===== src/rtl/wchb_req_arbiter.sv =====
// Round-robin arbiter driving one 4-phase (return-to-zero) req/ack channel into a
// WCHB pipeline from N clocked requesters; ack is double-flop synchronized.
module wchb_req_arbiter #(
   parameter int unsigned N       = 4,
   parameter int unsigned DW      = 32,
   parameter int unsigned TIMEOUT = 0
) (
   input  logic                   clk,
   input  logic                   rst_n,
   input  logic [N-1:0]           i_valid,
   input  logic [N*DW-1:0]        i_data,
   output logic [N-1:0]           o_ready,
   output logic                   o_req,
   input  logic                   i_ack,
   output logic [DW-1:0]          o_data,
   output logic [$clog2(N)-1:0]   o_grant_id,
   output logic                   o_busy,
   output logic                   o_timeout
);

   localparam int unsigned IW = $clog2(N);
   localparam int unsigned CW = (TIMEOUT > 0) ? $clog2(TIMEOUT + 1) : 1;

   typedef enum logic [1:0] {
      IDLE   = 2'd0,
      REQ_HI = 2'd1,
      REQ_LO = 2'd2
   } state_t;

   state_t          state_q, state_d;
   logic            ack_meta, ack_s;
   logic [IW-1:0]   last_q, last_d;
   logic [CW-1:0]   cnt_q, cnt_d;
   logic            found;
   logic [IW-1:0]   winner;
   logic            req_d, tmo_d;
   logic [DW-1:0]   data_d;
   logic [IW-1:0]   gid_d;
   logic [N-1:0]    ready_d;
   logic [DW-1:0]   data_arr [N];

   for (genvar k = 0; k < N; k++) begin : g_slice
      assign data_arr[k] = i_data[k*DW +: DW];
   end

   // Two-flop synchronizer for the asynchronous ack
   always_ff @(posedge clk) begin
      if (!rst_n) begin
         ack_meta <= 1'b0;
         ack_s    <= 1'b0;
      end else begin
         ack_meta <= i_ack;
         ack_s    <= ack_meta;
      end
   end

   // Round-robin pick: first valid requester after the last one served
   always_comb begin
      found  = 1'b0;
      winner = '0;
      for (int unsigned i = 1; i <= N; i++) begin
         logic [IW-1:0] cand;
         cand = IW'((32'(last_q) + i) % N);
         if (!found && i_valid[cand]) begin
            found  = 1'b1;
            winner = cand;
         end
      end
   end

   // Handshake sequencing, output next-values and phase watchdog
   always_comb begin
      state_d = state_q;
      req_d   = o_req;
      data_d  = o_data;
      gid_d   = o_grant_id;
      ready_d = '0;
      last_d  = last_q;
      cnt_d   = cnt_q;
      tmo_d   = o_timeout;

      unique case (state_q)
         IDLE: begin
            if (found && !ack_s) begin
               req_d   = 1'b1;
               data_d  = data_arr[winner];
               gid_d   = winner;
               state_d = REQ_HI;
            end
         end
         REQ_HI: begin
            if (ack_s) begin
               req_d   = 1'b0;
               state_d = REQ_LO;
            end
         end
         REQ_LO: begin
            if (!ack_s) begin
               ready_d[o_grant_id] = 1'b1;
               last_d              = o_grant_id;
               state_d             = IDLE;
            end
         end
         default: state_d = IDLE;
      endcase

      if (state_d != state_q) begin
         cnt_d = '0;
      end else if (state_q != IDLE && cnt_q != '1) begin
         cnt_d = cnt_q + 1'b1;
      end

      // A stuck handshake cannot be aborted, so the flag only reports it
      if (TIMEOUT > 0 && 32'(cnt_q) == TIMEOUT) begin
         tmo_d = 1'b1;
      end
   end

   always_ff @(posedge clk) begin
      if (!rst_n) begin
         state_q    <= IDLE;
         o_req      <= 1'b0;
         o_data     <= '0;
         o_grant_id <= '0;
         o_ready    <= '0;
         o_busy     <= 1'b0;
         o_timeout  <= 1'b0;
         last_q     <= IW'(N - 1);
         cnt_q      <= '0;
      end else begin
         state_q    <= state_d;
         o_req      <= req_d;
         o_data     <= data_d;
         o_grant_id <= gid_d;
         o_ready    <= ready_d;
         o_busy     <= (state_d != IDLE);
         o_timeout  <= tmo_d;
         last_q     <= last_d;
         cnt_q      <= cnt_d;
      end
   end

endmodule


===== config.mk =====
export PLATFORM = sky130hd
export DESIGN_NAME = wchb_req_arbiter
export DESIGN_NICKNAME = d
export VERILOG_FILES = /design/src/rtl/wchb_req_arbiter.sv
export SDC_FILE = /design/constraint.sdc
export NUM_CORES = 1
export LEC_CHECK = 0
export BUFFER_PORTS_ARGS = -buffer_cell sky130_fd_sc_hd__buf_4
export CORE_UTILIZATION = 39
export DETAILED_ROUTE_END_ITERATION = 12
export PLACE_DENSITY = 0.81
export SYNTH_ARGS = -nofsm -noshare
export SYNTH_HDL_FRONTEND = slang
export SYNTH_SLANG_ARGS = --single-unit

===== constraint.sdc =====
create_clock -name clk -period 1.3 [get_ports clk]
set_input_delay 0.13 -clock clk [delete_from_list [all_inputs] [get_ports clk]]
set_output_delay 0.13 -clock clk [all_outputs]
set_load 0.01 [all_outputs]

==> summary.md, run 1 <==
| Metric | Value |
|---|---|
| Number of flops mapped to enable cells by yosys | 0 |
| HPWL after DPL | approximately 7000 microns |
| Clk pin slew, worst setup/hold paths | ~80 ps |
| Cell breakdown of the critical path | nand2b_4 -> a21o_4 -> and3_4 -> buf_12 -> mux2i_2 -> o211ai_1 |
| Non-Filler Instances | 632 |
| RR Startpoint | last_q[0] |
| Critical path data required time | approximately 1500 ps |
| Maximum number of pins on one net before global-route repair | 58 |
| Reported max-cap violation count | 0 |
| Number of top-level design ports | ~180 |
| End point of the worst hold path | ack_meta |
| Core ar. | about 7000 sq um |
| Initial antenna violation count | 0 |
| Total Routing Usage GR | 0.240 |
| Worst setup slack after layout | -216 ps |
| Startpoint Class | flop |
| Most instantiated library cell after synthesis | sky130_fd_sc_hd__dfxtp_1 |
| Number of iterations in the first detailed-routing pass | 6 |
| Start point of the worst hold path | i_ack |
| Ranking of synthesized cells by area | sky130_fd_sc_hd__dfxtp_1 32%, sky130_fd_sc_hd__mux2i_1 12%, sky130_fd_sc_hd__and4_1 9.8% |
| Wire length per cell | approximately 16 microns |
| CTS tree | done |
| Violations in the final reports | setup timing |
| Count of port buffers added during placement | around 170 |
| Clock H-tree levels | 2 |
| Standard cell area after detailed placement | about 4400 sq um |
| Share of the synthesized area in the top cell type | 0.323 |
| Setup repair after global routing missed its margin | true |
| Largest area contributor in the netlist | sky130_fd_sc_hd__dfxtp_1 |
| Overall die width | 87.5 microns |
| Syn nets | about 500 |
| Peak clock frequency supported by timing | ~660 MHz |
| Max Slew Vio Count | 0 |
| Overall die area | roughly 7700 sq um |
| Worst-case register-to-register setup slack | -220 ps |
| Total power after layout | between 3 and 4 mW |
| Min Clock Period, post-route | roughly 1500 ps |
| FF+latch count, synth | 46 |
| Fraction of the cycle the final worst path needs | 1.17 |
| Nature of the critical path endpoint | flop |
| Clock buffers created by TritonCTS | 5 |
| Via count | 3406 |
| Grt total ovfl | 0 |
| Total number of yosys warnings | 0 |
| Slowest-stage cell, CP | sky130_fd_sc_hd__dfxtp_2 |
| Commonest cells in the netlist | 46 x sky130_fd_sc_hd__dfxtp_1, 37 x sky130_fd_sc_hd__nand2_1, 34 x sky130_fd_sc_hd__inv_1 |
| Total Wirelength | ~10000 microns |
| RePlAce Congestion | ~0.88 |
| Delay contributed by the slowest stage of the critical path | 350 ps |
| Predominant post-synthesis flop cell | sky130_fd_sc_hd__dfxtp_1 |
| Sequential-to-total area share from yosys stat | 0.323 |
| Share of synthesized registers carrying an async set or reset | 0 |
| Clock network latency to the later pin of the worst-skew pair | 290 ps |
| Yosys cell types | 31 |
| Result of the run | finished, violations left |
| Cells after DPL | between 600 and 700 |
| Maximum clock skew at final layout | about 3.8 ps |
| Total count of hold-check failures in the final report | 0 |
| Chip Height | approximately 88 microns |
| Initial DRC Count | between 100 and 150 |
| Maximum VDD drop | between 0.3 and 0.4 mV |
| Standby leakage power | 2.27 nW |
| Root buffer selected by CTS | sky130_fd_sc_hd__clkbuf_8 |
| Std-Cell Rows | 30 |
| FF-to-FF End | o_data[24] |
| Average cell area after synthesis | 7.92 sq um |
| Number of antenna cells inserted | 0 |
| TritonCTS sink count | 46 |
| Via-per-instance ratio | approximately 5.4 |
| Maximum number of buffers from clock root to sink | 2 |
| Buf/Inv on CP | 1 |
| Final Net Count | 671 |
| Final design instance area without fill | around 4600 sq um |
| R2r worst-path depth | 6 |
| Starting utilization of the core area | 0.411 |
| Arrival time reported for the critical path endpoint | 1700 ps |
| Post-Syn Instances | 360 |
| Post-detailed-route count of antenna-violating nets | 0 |
| Post-synthesis cell area | between 2000 and 3000 sq um |
| Kind of cell adding the most delay to the critical path | simple AND/OR/NAND/NOR gates |
| Worst Hold Path Cells | 2 |
| Setup TNS | -6100 ps |
| Power Density | roughly 800 nW/um^2 |
| Final standard cell utilization of the core | 0.670 |
| # setup viols final | 32 |
| Min-Delay Path Class | input port to flop |
| DRC violation count after routing | 0 |
| First-pass GRT wire length | ~14000 microns |
| Via count of the first global-routing pass | about 3200 |
| Synthesis-to-finish area growth | 63.0% |
| Share of final-layout standard cells stronger than drive strength 1 | 0.431 |
| Critical-path maximum fanout | 6 |
| Type of the worst setup path | flop to flop |
==> cells in the final DEF, fill, tap and decap left out, types with 2 or more instances in the layout <==
cell and instances:
sky130_fd_sc_hd__mux2i_2 4, sky130_fd_sc_hd__o211a_1 2, sky130_fd_sc_hd__inv_1 34, sky130_fd_sc_hd__and2_1 2, sky130_fd_sc_hd__nand2b_1 2, sky130_fd_sc_hd__clkbuf_8 5, sky130_fd_sc_hd__nand3_1 7, sky130_fd_sc_hd__a31oi_1 31
sky130_fd_sc_hd__buf_12 6, sky130_fd_sc_hd__and4_1 32, sky130_fd_sc_hd__a21oi_1 3, sky130_fd_sc_hd__o21ai_0 5, sky130_fd_sc_hd__dfxtp_2 3, sky130_fd_sc_hd__o21ai_1 28, sky130_fd_sc_hd__buf_4 195, sky130_fd_sc_hd__clkbuf_1 2
sky130_fd_sc_hd__nor3_1 2, sky130_fd_sc_hd__nor2_1 7, sky130_fd_sc_hd__nand2_1 36, sky130_fd_sc_hd__dfxtp_1 43, sky130_fd_sc_hd__nor2_2 2, sky130_fd_sc_hd__and3_1 2, sky130_fd_sc_hd__nand2b_4 2, sky130_fd_sc_hd__mux2i_1 28
sky130_fd_sc_hd__o21bai_1 2, sky130_fd_sc_hd__o211ai_1 32, sky130_fd_sc_hd__clkbuf_16 2
==> logic make-up after synthesis <==
group / synth area share
other: 0.00131
DFF: 0.323
and+or+nand+nor: 0.211
muxes: 0.116
xor gates and xnor gates: 0.00307
buffers and inverters: 0.104
AOI/OAI and AO/OA: 0.243
==> registers in the layout, indices dropped and copies added (netlist names) <==
register and flops:
o_data 32, o_grant_id 2, o_busy 1, ack_meta 1, o_req 1, last_q 2
ack_s 1, o_ready 4, state_q 2
==> repair_timing <==
action,4_1_cts,5_1_grt
resized for setup,8,12
setup endpoints to repair,32,37
buffers inserted,0,1
pin swaps,1,3
hold buffers,0,0
gates cloned,1,2
==> stage by stage <==
| stage | hold WS (ps) | setup slack (ps) |
|---|---|---|
| floorplan | 202 | -106 |
| global placement | 345 | -186 |
| detailed placement | 370 | -235 |
| CTS | 63.5 | -217 |
| global route | 56.4 | -288 |
| finish | 67.2 | -216 |
==> per-layer routing <==
layer	global-route usage	vias to the layer above	wire (microns)
met5	0	-	0
met4	0.0954	0	311
met3	0.0474	26	675
met2	0.438	144	5080
met1	0.275	1564	4000
li1	-	1672	-
==> power by group <==
part	leakage, nW	total (mW)	internal [mW]	switching [mW]
sequential	0.378	1.60	1.53	0.0760
combinational	1.86	1.27	0.732	0.535
clock	0.0383	0.843	0.372	0.471
total	2.27	3.72	2.63	1.08
==> worst register-to-register path, stage by stage, from the launching register on <==
cell                       delay [ps]
sky130_fd_sc_hd__dfxtp_2          350
sky130_fd_sc_hd__nand2b_4         130
sky130_fd_sc_hd__a21o_4           150
sky130_fd_sc_hd__and3_4           280
sky130_fd_sc_hd__buf_12           160
sky130_fd_sc_hd__mux2i_2          230
sky130_fd_sc_hd__o211ai_1         100
==> worst max path at each step <==
stage                    start         end  slack, ps  cells past startpoint
floorplan           state_q[1]   o_data[6]       -110                      6
global placement     last_q[0]  o_data[24]       -190                      6
detailed placement   last_q[0]   o_data[7]       -230                      6
CTS                  last_q[0]   o_data[1]       -220                      6
global route         last_q[0]  o_data[23]       -290                      6
finish               last_q[0]  o_data[24]       -220                      6
==> cell type report <==
class / instances / area (sq um)
clock buffers: 7 / 76.3
fillers: 589 / 2290
inverters: 34 / 128
multi-input cells: 244 / 1730
flip-flops and latches: 46 / 925
well taps: 96 / 120
repair buffers: 205 / 1670
(Power assumes the default switching activity.)
==> inputs of run 2 (changes only) <==
--- a/config.mk
+++ b/config.mk
@@ -6,9 +6,12 @@
 export NUM_CORES = 1
 export LEC_CHECK = 0
 export BUFFER_PORTS_ARGS = -buffer_cell sky130_fd_sc_hd__buf_4
+export CAP_MARGIN = 30
 export CORE_UTILIZATION = 39
 export DETAILED_ROUTE_END_ITERATION = 12
+export HOLD_SLACK_MARGIN = 0.03
 export PLACE_DENSITY = 0.81
+export SKIP_CTS_REPAIR_TIMING = 1
 export SYNTH_ARGS = -nofsm -noshare
 export SYNTH_HDL_FRONTEND = slang
 export SYNTH_SLANG_ARGS = --single-unit
==> summary.md, run 2 (same netlist as run 1, synthesis figures left out) <==
| Metric | Value |
|---|---|
| Setup TNS | -6110 ps (was -6100 ps) |
| Maximum number of pins on one net before global-route repair | 58 (unchanged) |
| Post-detailed-route count of antenna-violating nets | 0 (unchanged) |
| Clk pin slew, worst setup/hold paths | 80 ps (about the same) |
| Peak clock frequency supported by timing | 655 MHz (was 660 MHz) |
| Setup repair after global routing missed its margin | true (unchanged) |
| Number of inserted filler cells in the final layout | 593 (was 589) |
| Arrival time reported for the critical path endpoint | 1710 ps (was 1700 ps) |
| TritonCTS sink count | 46 (unchanged) |
| Synthesis-to-finish area growth | 62.9% (was 63.0%) |
| Total Wirelength | 10100 microns (about the same) |
| R2r worst-path depth | 6 (unchanged) |
| Reported max-cap violation count | 0 (unchanged) |
| Worst setup timing slack at the placement stage | -235 ps (unchanged) |
| Overall die width | 87.5 microns (unchanged) |
| Standby leakage power | 2.28 nW (was 2.27 nW) |
| CTS tree | done (unchanged) |
| Via count | 3406 (unchanged) |
| Clock H-tree levels | 2 (unchanged) |
| HPWL after DPL | 7140 microns (unchanged) |
| Wire length per cell | 15.9 microns (about the same) |
| Result of the run | finished, violations left (unchanged) |
| Sequential cell area | 925 sq um (unchanged) |
| Commonest cells after routing, fill and taps aside | 195 x sky130_fd_sc_hd__buf_4, 43 x sky130_fd_sc_hd__dfxtp_1, 36 x sky130_fd_sc_hd__nand2_1, 34 x sky130_fd_sc_hd__inv_1 (unchanged) |
| Clock network latency to the later pin of the worst-skew pair | 290 ps (about the same) |
| Count of port buffers added during placement | 174 (unchanged) |
| Initial DRC Count | 170 (was 138) |
| Via count of the first global-routing pass | 3130 (was 3159) |
| Share of final-layout standard cells stronger than drive strength 1 | 0.432 (was 0.431) |
| Power Density | 800 nW/um^2 (was 799 nW/um^2) |
| Critical path data required time | 1480 ps (about the same) |
| Clock buffers created by TritonCTS | 5 (unchanged) |
| Number of antenna cells inserted | 0 (unchanged) |
| Number of iterations in the first detailed-routing pass | 4 (was 6) |
| # setup viols final | 32 (unchanged) |
| Max Slew Vio Count | 0 (unchanged) |
| Total count of hold-check failures in the final report | 0 (unchanged) |
| Non-Filler Instances | 633 (was 632) |
| Initial antenna violation count | 0 (unchanged) |
| Maximum number of buffers from clock root to sink | 2 (unchanged) |
| Std-Cell Rows | 30 (unchanged) |
| Maximum VDD drop | 0.370 mV (was 0.350 mV) |
| RR Startpoint | last_q[0] (unchanged) |
| Startpoint Class | flop (unchanged) |
| First-pass GRT wire length | 14100 microns (was 14400 microns) |
| Overall die area | 7660 sq um (unchanged) |
| Violations in the final reports | setup timing (unchanged) |
| FF-to-FF End | o_data[1] (was o_data[24]) |
| Fraction of the cycle the final worst path needs | 1.17 (about the same) |
| Starting utilization of the core area | 0.411 (unchanged) |
| Top Registers | o_data x32, o_ready x4 (unchanged) |
| Min-Delay Path Class | input port to flop (unchanged) |
| Type of the worst setup path | flop to flop (unchanged) |
| Leading cell type in the layout, fill and taps excluded | sky130_fd_sc_hd__buf_4 (unchanged) |
| Critical-path maximum fanout | 6 (unchanged) |
| Chip Height | 87.5 microns (unchanged) |
| Root buffer selected by CTS | sky130_fd_sc_hd__clkbuf_8 (unchanged) |
| Final Net Count | 672 (was 671) |
| Total Routing Usage GR | 0.234 (was 0.240) |
| Cells after DPL | 621 (unchanged) |
| Grt total ovfl | 0 (unchanged) |
| Area of the multi-input gates | 1720 sq um (was 1730 sq um) |
| Total power after layout | 3.71 mW (was 3.72 mW) |
| Core ar. | 6940 sq um (unchanged) |
| Number of top-level design ports | 176 (unchanged) |
| Flip-flop count of the largest register after layout | 32 (unchanged) |
| Timing startpoint of the critical path | last_q[0] (unchanged) |
| Via-per-instance ratio | 5.38 (was 5.39) |
| Worst-case register-to-register setup slack | -230 ps (was -220 ps) |
| DRC violation count after routing | 0 (unchanged) |
| Destination of the critical timing path | o_data[1] (was o_data[24]) |
| Nature of the critical path endpoint | flop (unchanged) |
| Largest Register | o_data (unchanged) |
| RePlAce Congestion | 0.876 (unchanged) |
| Worst setup slack after layout | -227 ps (was -216 ps) |
| Min Clock Period, post-route | 1530 ps (was 1520 ps) |
| Maximum clock skew at final layout | 4.48 ps (was 3.78 ps) |
## run 2: cell types whose count changed in the layout (fill, tap and decap cells not counted), sizes merged
cell	before	now
clkbuf	9	10
## run 2: how the worst min path moves through the flow
| stage | start | endpoint | slack (ps) | cells past startpoint |
|---|---|---|---|---|
| after global routing | i_ack | ack_meta | 60 | 2 |
| after floorplan | rst_n | last_q[0] | 200 | 1 |
| after CTS | rst_n | last_q[0] | 60 | 2 |
| after detailed placement | i_ack | ack_meta | 370 | 2 |
| final | i_ack | ack_meta | 70 | 2 |
| after global placement | i_ack | ack_meta | 340 | 2 |
## run 2: worst max-delay path: stages, from the launching register on
cell and delay [ps]:
sky130_fd_sc_hd__dfxtp_2 350, sky130_fd_sc_hd__nand2b_4 130, sky130_fd_sc_hd__a21bo_4 150, sky130_fd_sc_hd__and3_4 290, sky130_fd_sc_hd__buf_12 160, sky130_fd_sc_hd__mux2i_2 240
sky130_fd_sc_hd__o211ai_1 100
## run 2: layer usage
metal | wire length [microns] | GRT usage | vias up
met5 | 0 | 0 | -
met4 | 320 | 0.0909 | 0
met3 | 638 | 0.0436 | 24
met2 | 5160 | 0.425 | 140
met1 | 3950 | 0.270 | 1575
li1 | - | - | 1667
## run 2: metrics by stage
step | area [sq um] | util | hold WS, ps
6_report | 4650 | 0.669 | 66.7
3_5_place_dp | 4410 | 0.636 | 370
2_1_floorplan | 2980 | - | 202
3_3_place_gp | 4410 | 0.636 | 345
5_1_grt | 4650 | 0.669 | 56.4
4_1_cts | 4490 | 0.647 | 63.5
## run 2: power breakdown
| part | internal, mW | switching (mW) | leakage [nW] |
|---|---|---|---|
| registers | 1.53 | 0.0757 | 0.378 |
| clock network | 0.372 | 0.472 | 0.0383 |
| logic | 0.732 | 0.535 | 1.86 |
| total | 2.63 | 1.08 | 2.28 |
## run 2: area by class of cell
class | count | share of cell area
tap | 96 | 0.0259
sequential | 46 | 0.199
inverter | 34 | 0.0275
clock buffer | 7 | 0.0164
multi-input combinational | 244 | 0.369
timing repair buffer | 206 | 0.362
==> inputs of run 3 (changes only) <==
--- a/config.mk
+++ b/config.mk
@@ -5,13 +5,15 @@
 export SDC_FILE = /design/constraint.sdc
 export NUM_CORES = 1
 export LEC_CHECK = 0
+export ABC_AREA = 1
 export BUFFER_PORTS_ARGS = -buffer_cell sky130_fd_sc_hd__buf_4
 export CAP_MARGIN = 30
-export CORE_UTILIZATION = 39
+export CORE_UTILIZATION = 42
 export DETAILED_ROUTE_END_ITERATION = 12
 export HOLD_SLACK_MARGIN = 0.03
-export PLACE_DENSITY = 0.81
+export PLACE_DENSITY = 0.82
 export SKIP_CTS_REPAIR_TIMING = 1
+export SLEW_MARGIN = 5
 export SYNTH_ARGS = -nofsm -noshare
 export SYNTH_HDL_FRONTEND = slang
 export SYNTH_SLANG_ARGS = --single-unit
==> summary.md, run 3 <==
| Metric | Value |
|---|---|
| Worst-case register-to-register setup slack | -620 ps (was -230 ps) |
| Result of the run | finished, violations left (unchanged) |
| Post-detailed-route count of antenna-violating nets | 0 (unchanged) |
| XOR/XNOR Fraction of Synth Area | 0 (was 0.00307) |
| Maximum number of pins on one net before global-route repair | 33 (was 58) |
| Via-per-instance ratio | 5.05 (was 5.38) |
| CTS tree | done (unchanged) |
| Standby leakage power | 3.07 nW (was 2.28 nW) |
| Cells after DPL | 843 (was 621) |
| Initial antenna violation count | 0 (unchanged) |
| Max Slew Vio Count | 0 (unchanged) |
| Fraction of the cycle the final worst path needs | 1.48 (was 1.17) |
| RePlAce Congestion | 0.935 (was 0.876) |
| Yosys cell types | 28 (was 31) |
| Clock buffers created by TritonCTS | 5 (unchanged) |
| Commonest cells in the netlist | 224 x sky130_fd_sc_hd__nand2_1, 78 x sky130_fd_sc_hd__inv_1, 60 x sky130_fd_sc_hd__nand3_1 (was 46 x sky130_fd_sc_hd__dfxtp_1, 37 x sky130_fd_sc_hd__nand2_1, 34 x sky130_fd_sc_hd__inv_1) |
| HPWL after DPL | 8140 microns (was 7140 microns) |
| Std-Cell Rows | 32 (was 30) |
| FF+latch count, synth | 46 (unchanged) |
| Total count of hold-check failures in the final report | 0 (unchanged) |
| Standard cell area after detailed placement | 4790 sq um (was 4410 sq um) |
| Predominant post-synthesis flop cell | sky130_fd_sc_hd__dfxtp_1 (unchanged) |
| Starting utilization of the core area | 0.433 (was 0.411) |
| Clk pin slew, worst setup/hold paths | 90 ps (was 80 ps) |
| Post-synthesis cell area | 3340 sq um (was 2850 sq um) |
| Delay contributed by the slowest stage of the critical path | 380 ps (was 350 ps) |
| Total Routing Usage GR | 0.254 (was 0.234) |
| Final design instance area without fill | 5410 sq um (was 4650 sq um) |
| Critical path data required time | 1500 ps (was 1480 ps) |
| Type of the worst setup path | flop to flop (unchanged) |
| Grt total ovfl | 0 (unchanged) |
| Leading cell type in the layout, fill and taps excluded | sky130_fd_sc_hd__buf_4 (unchanged) |
| Number of iterations in the first detailed-routing pass | 4 (unchanged) |
| Number of flops mapped to enable cells by yosys | 0 (unchanged) |
| Root buffer selected by CTS | sky130_fd_sc_hd__clkbuf_8 (unchanged) |
| Maximum number of buffers from clock root to sink | 2 (unchanged) |
| Overall die area | 8320 sq um (was 7660 sq um) |
| Chip Height | 91.2 microns (was 87.5 microns) |
| Core ar. | 7730 sq um (was 6940 sq um) |
| Post-synthesis share of cell area spent on and, or, nand and nor gates | 0.509 (was 0.211) |
| Final Net Count | 896 (was 672) |
| Count of port buffers added during placement | 174 (unchanged) |
| Slowest-stage cell, CP | sky130_fd_sc_hd__dfxtp_4 (was sky130_fd_sc_hd__dfxtp_2) |
| # setup viols final | 37 (was 32) |
| Reported max-cap violation count | 0 (unchanged) |
| Non-Filler Instances | 863 (was 633) |
| Peak clock frequency supported by timing | 521 MHz (was 655 MHz) |
| Syn nets | 717 (was 495) |
| TritonCTS sink count | 46 (unchanged) |
| Commonest cells after routing, fill and taps aside | 190 x sky130_fd_sc_hd__buf_4, 184 x sky130_fd_sc_hd__nand2_1, 78 x sky130_fd_sc_hd__inv_1, 50 x sky130_fd_sc_hd__nor2_1 (was 195 x sky130_fd_sc_hd__buf_4, 43 x sky130_fd_sc_hd__dfxtp_1, 36 x sky130_fd_sc_hd__nand2_1, 34 x sky130_fd_sc_hd__inv_1) |
| Sequential-to-total area share from yosys stat | 0.275 (was 0.323) |
| Adder-cell share of the synthesized area | 0 (unchanged) |
| Total number of yosys warnings | 0 (unchanged) |
| Final-layout worst hold slack | 21.2 ps (was 66.7 ps) |
| Arrival time reported for the critical path endpoint | 2120 ps (was 1710 ps) |
| Average cell area after synthesis | 5.74 sq um (was 7.92 sq um) |
| Violations in the final reports | setup timing (unchanged) |
| Complex-gate fraction of the synthesized area | 0.0352 (was 0.243) |
| Maximum VDD drop | 0.435 mV (was 0.370 mV) |
| Flip-flop count of the largest register after layout | 32 (unchanged) |
| Min-Delay Path Class | input port to flop (unchanged) |
| Final standard cell utilization of the core | 0.700 (was 0.669) |
| First-pass GRT wire length | 17200 microns (was 14100 microns) |
| Top Registers | o_data x32, o_ready x4 (unchanged) |
| Startpoint Class | flop (unchanged) |
| Share of synthesized registers carrying an async set or reset | 0 (unchanged) |
| Overall die width | 91.2 microns (was 87.5 microns) |
| Main combinational cell family by area after synthesis | simple AND/OR/NAND/NOR gates (was compound AO/OA/AOI/OAI gates) |
| Worst setup slack after layout | -618 ps (was -227 ps) |
| Post-Syn Instances | 582 (was 360) |
| Initial DRC Count | 190 (was 170) |
| Clock network latency to the later pin of the worst-skew pair | 300 ps (was 290 ps) |
| Largest area contributor in the netlist | sky130_fd_sc_hd__dfxtp_1 (unchanged) |
| Clock H-tree levels | 2 (unchanged) |
| Most repeated library cell on the critical path | sky130_fd_sc_hd__nand2_2 |
| Mux share of post-synthesis cell area | 0 (was 0.116) |
| Largest Register | o_data (unchanged) |
| DRC violation count after routing | 0 (unchanged) |
| Power Density | 937 nW/um^2 (was 800 nW/um^2) |
| Share of the synthesized area in the top cell type | 0.275 (was 0.323) |
| Via count | 4361 (was 3406) |
| Number of antenna cells inserted | 0 (unchanged) |
| Setup TNS | -19960 ps (was -6110 ps) |
| Min Clock Period, post-route | 1920 ps (was 1530 ps) |
| Number of top-level design ports | 176 (unchanged) |
| Wire length per cell | 13.7 microns (was 15.9 microns) |
| Cell breakdown of the critical path | buf_6 -> nand2_2 -> nand2_2 -> nand2_2 -> nand2_4 -> nor2_4 -> nand3_4 -> nand3_4 -> inv_6 -> clkbuf_16 -> nand2_2 -> nand2_2 -> a21oi_2 -> nor2_1 (was nand2b_4 -> a21bo_4 -> and3_4 -> buf_12 -> mux2i_2 -> o211ai_1) |
| Synthesis-to-finish area growth | 61.7% (was 62.9%) |
| Nature of the critical path endpoint | flop (unchanged) |
| Total Wirelength | 11800 microns (was 10100 microns) |
| Share of final-layout standard cells stronger than drive strength 1 | 0.406 (was 0.432) |
| Maximum clock skew at final layout | 5.97 ps (was 4.48 ps) |
| Setup repair after global routing missed its margin | true (unchanged) |
| Via count of the first global-routing pass | 3796 (was 3130) |
| Ranking of synthesized cells by area | sky130_fd_sc_hd__dfxtp_1 28%, sky130_fd_sc_hd__nand2_1 25%, sky130_fd_sc_hd__nand3_1 9.0% (was sky130_fd_sc_hd__dfxtp_1 32%, sky130_fd_sc_hd__mux2i_1 12%, sky130_fd_sc_hd__and4_1 9.8%) |
| Critical-path maximum fanout | 7 (was 6) |
| Most instantiated library cell after synthesis | sky130_fd_sc_hd__nand2_1 (was sky130_fd_sc_hd__dfxtp_1) |
[run 3: cell types whose count changed in the layout (fill, tap and decap cells not counted), moves of 37 or more]
cell / previous run / this run
sky130_fd_sc_hd__nand2_1: 36 / 184
sky130_fd_sc_hd__inv_1: 34 / 78
sky130_fd_sc_hd__nor2_1: 6 / 50
sky130_fd_sc_hd__nand2_2: 1 / 39
sky130_fd_sc_hd__nand4_1: 0 / 38
sky130_fd_sc_hd__nand3_1: 7 / 44
[run 3: where the power goes]
| part | switching [mW] | leakage (nW) | internal [mW] |
|---|---|---|---|
| registers | 0.101 | 0.380 | 1.57 |
| clock network | 0.498 | 0.0573 | 0.616 |
| logic | 1.18 | 2.64 | 1.10 |
[run 3: path summary, 6_finish.rpt]
kind         cells past startpoint         end  startpoint
max                             14  o_data[23]   last_q[0]
min                              3    ack_meta       i_ack
max reg2reg                     14  o_data[23]   last_q[0]
min reg2reg                      2       ack_s    ack_meta
[run 3: worst max-delay path: cells and delay by family (launching register included)]
family,cells,cell delay [ps]
compound gates,1,120
buf+inv,3,370
flops,1,380
simple gates,10,940
[run 3: cells by family after synthesis]
group / count (synthesis)
AO/OA/AOI/OAI: 22
buffers and inverters: 123
flip-flops: 46
other: 1
AND/OR/NAND/NOR: 390
[run 3: cell type report]
class	count	area, sq um
multi-input combinational	413	2120
fill	624	2320
tap	102	128
sequential	46	928
timing repair inverter	1	11.3
clock buffer	6	82.6
inverter	85	345
timing repair buffer	209	1760
clock inverter	1	30.0
[run 3: layer usage]
layer / vias up / global-route usage / part of all wire
met4: 0 / 0.108 / 0.035
met2: 213 / 0.455 / 0.51
li1: 2157 / - / -
met5: - / 0 / 0
met3: 31 / 0.0469 / 0.079
met1: 1960 / 0.293 / 0.38
[run 3: per-stage QoR]
step,setup WS [ps],power (mW)
5_1_grt,-723,5.38
3_3_place_gp,-528,3.56
6_report,-618,5.07
4_1_cts,-671,4.70
3_5_place_dp,-644,3.60
2_1_floorplan,-388,2.83
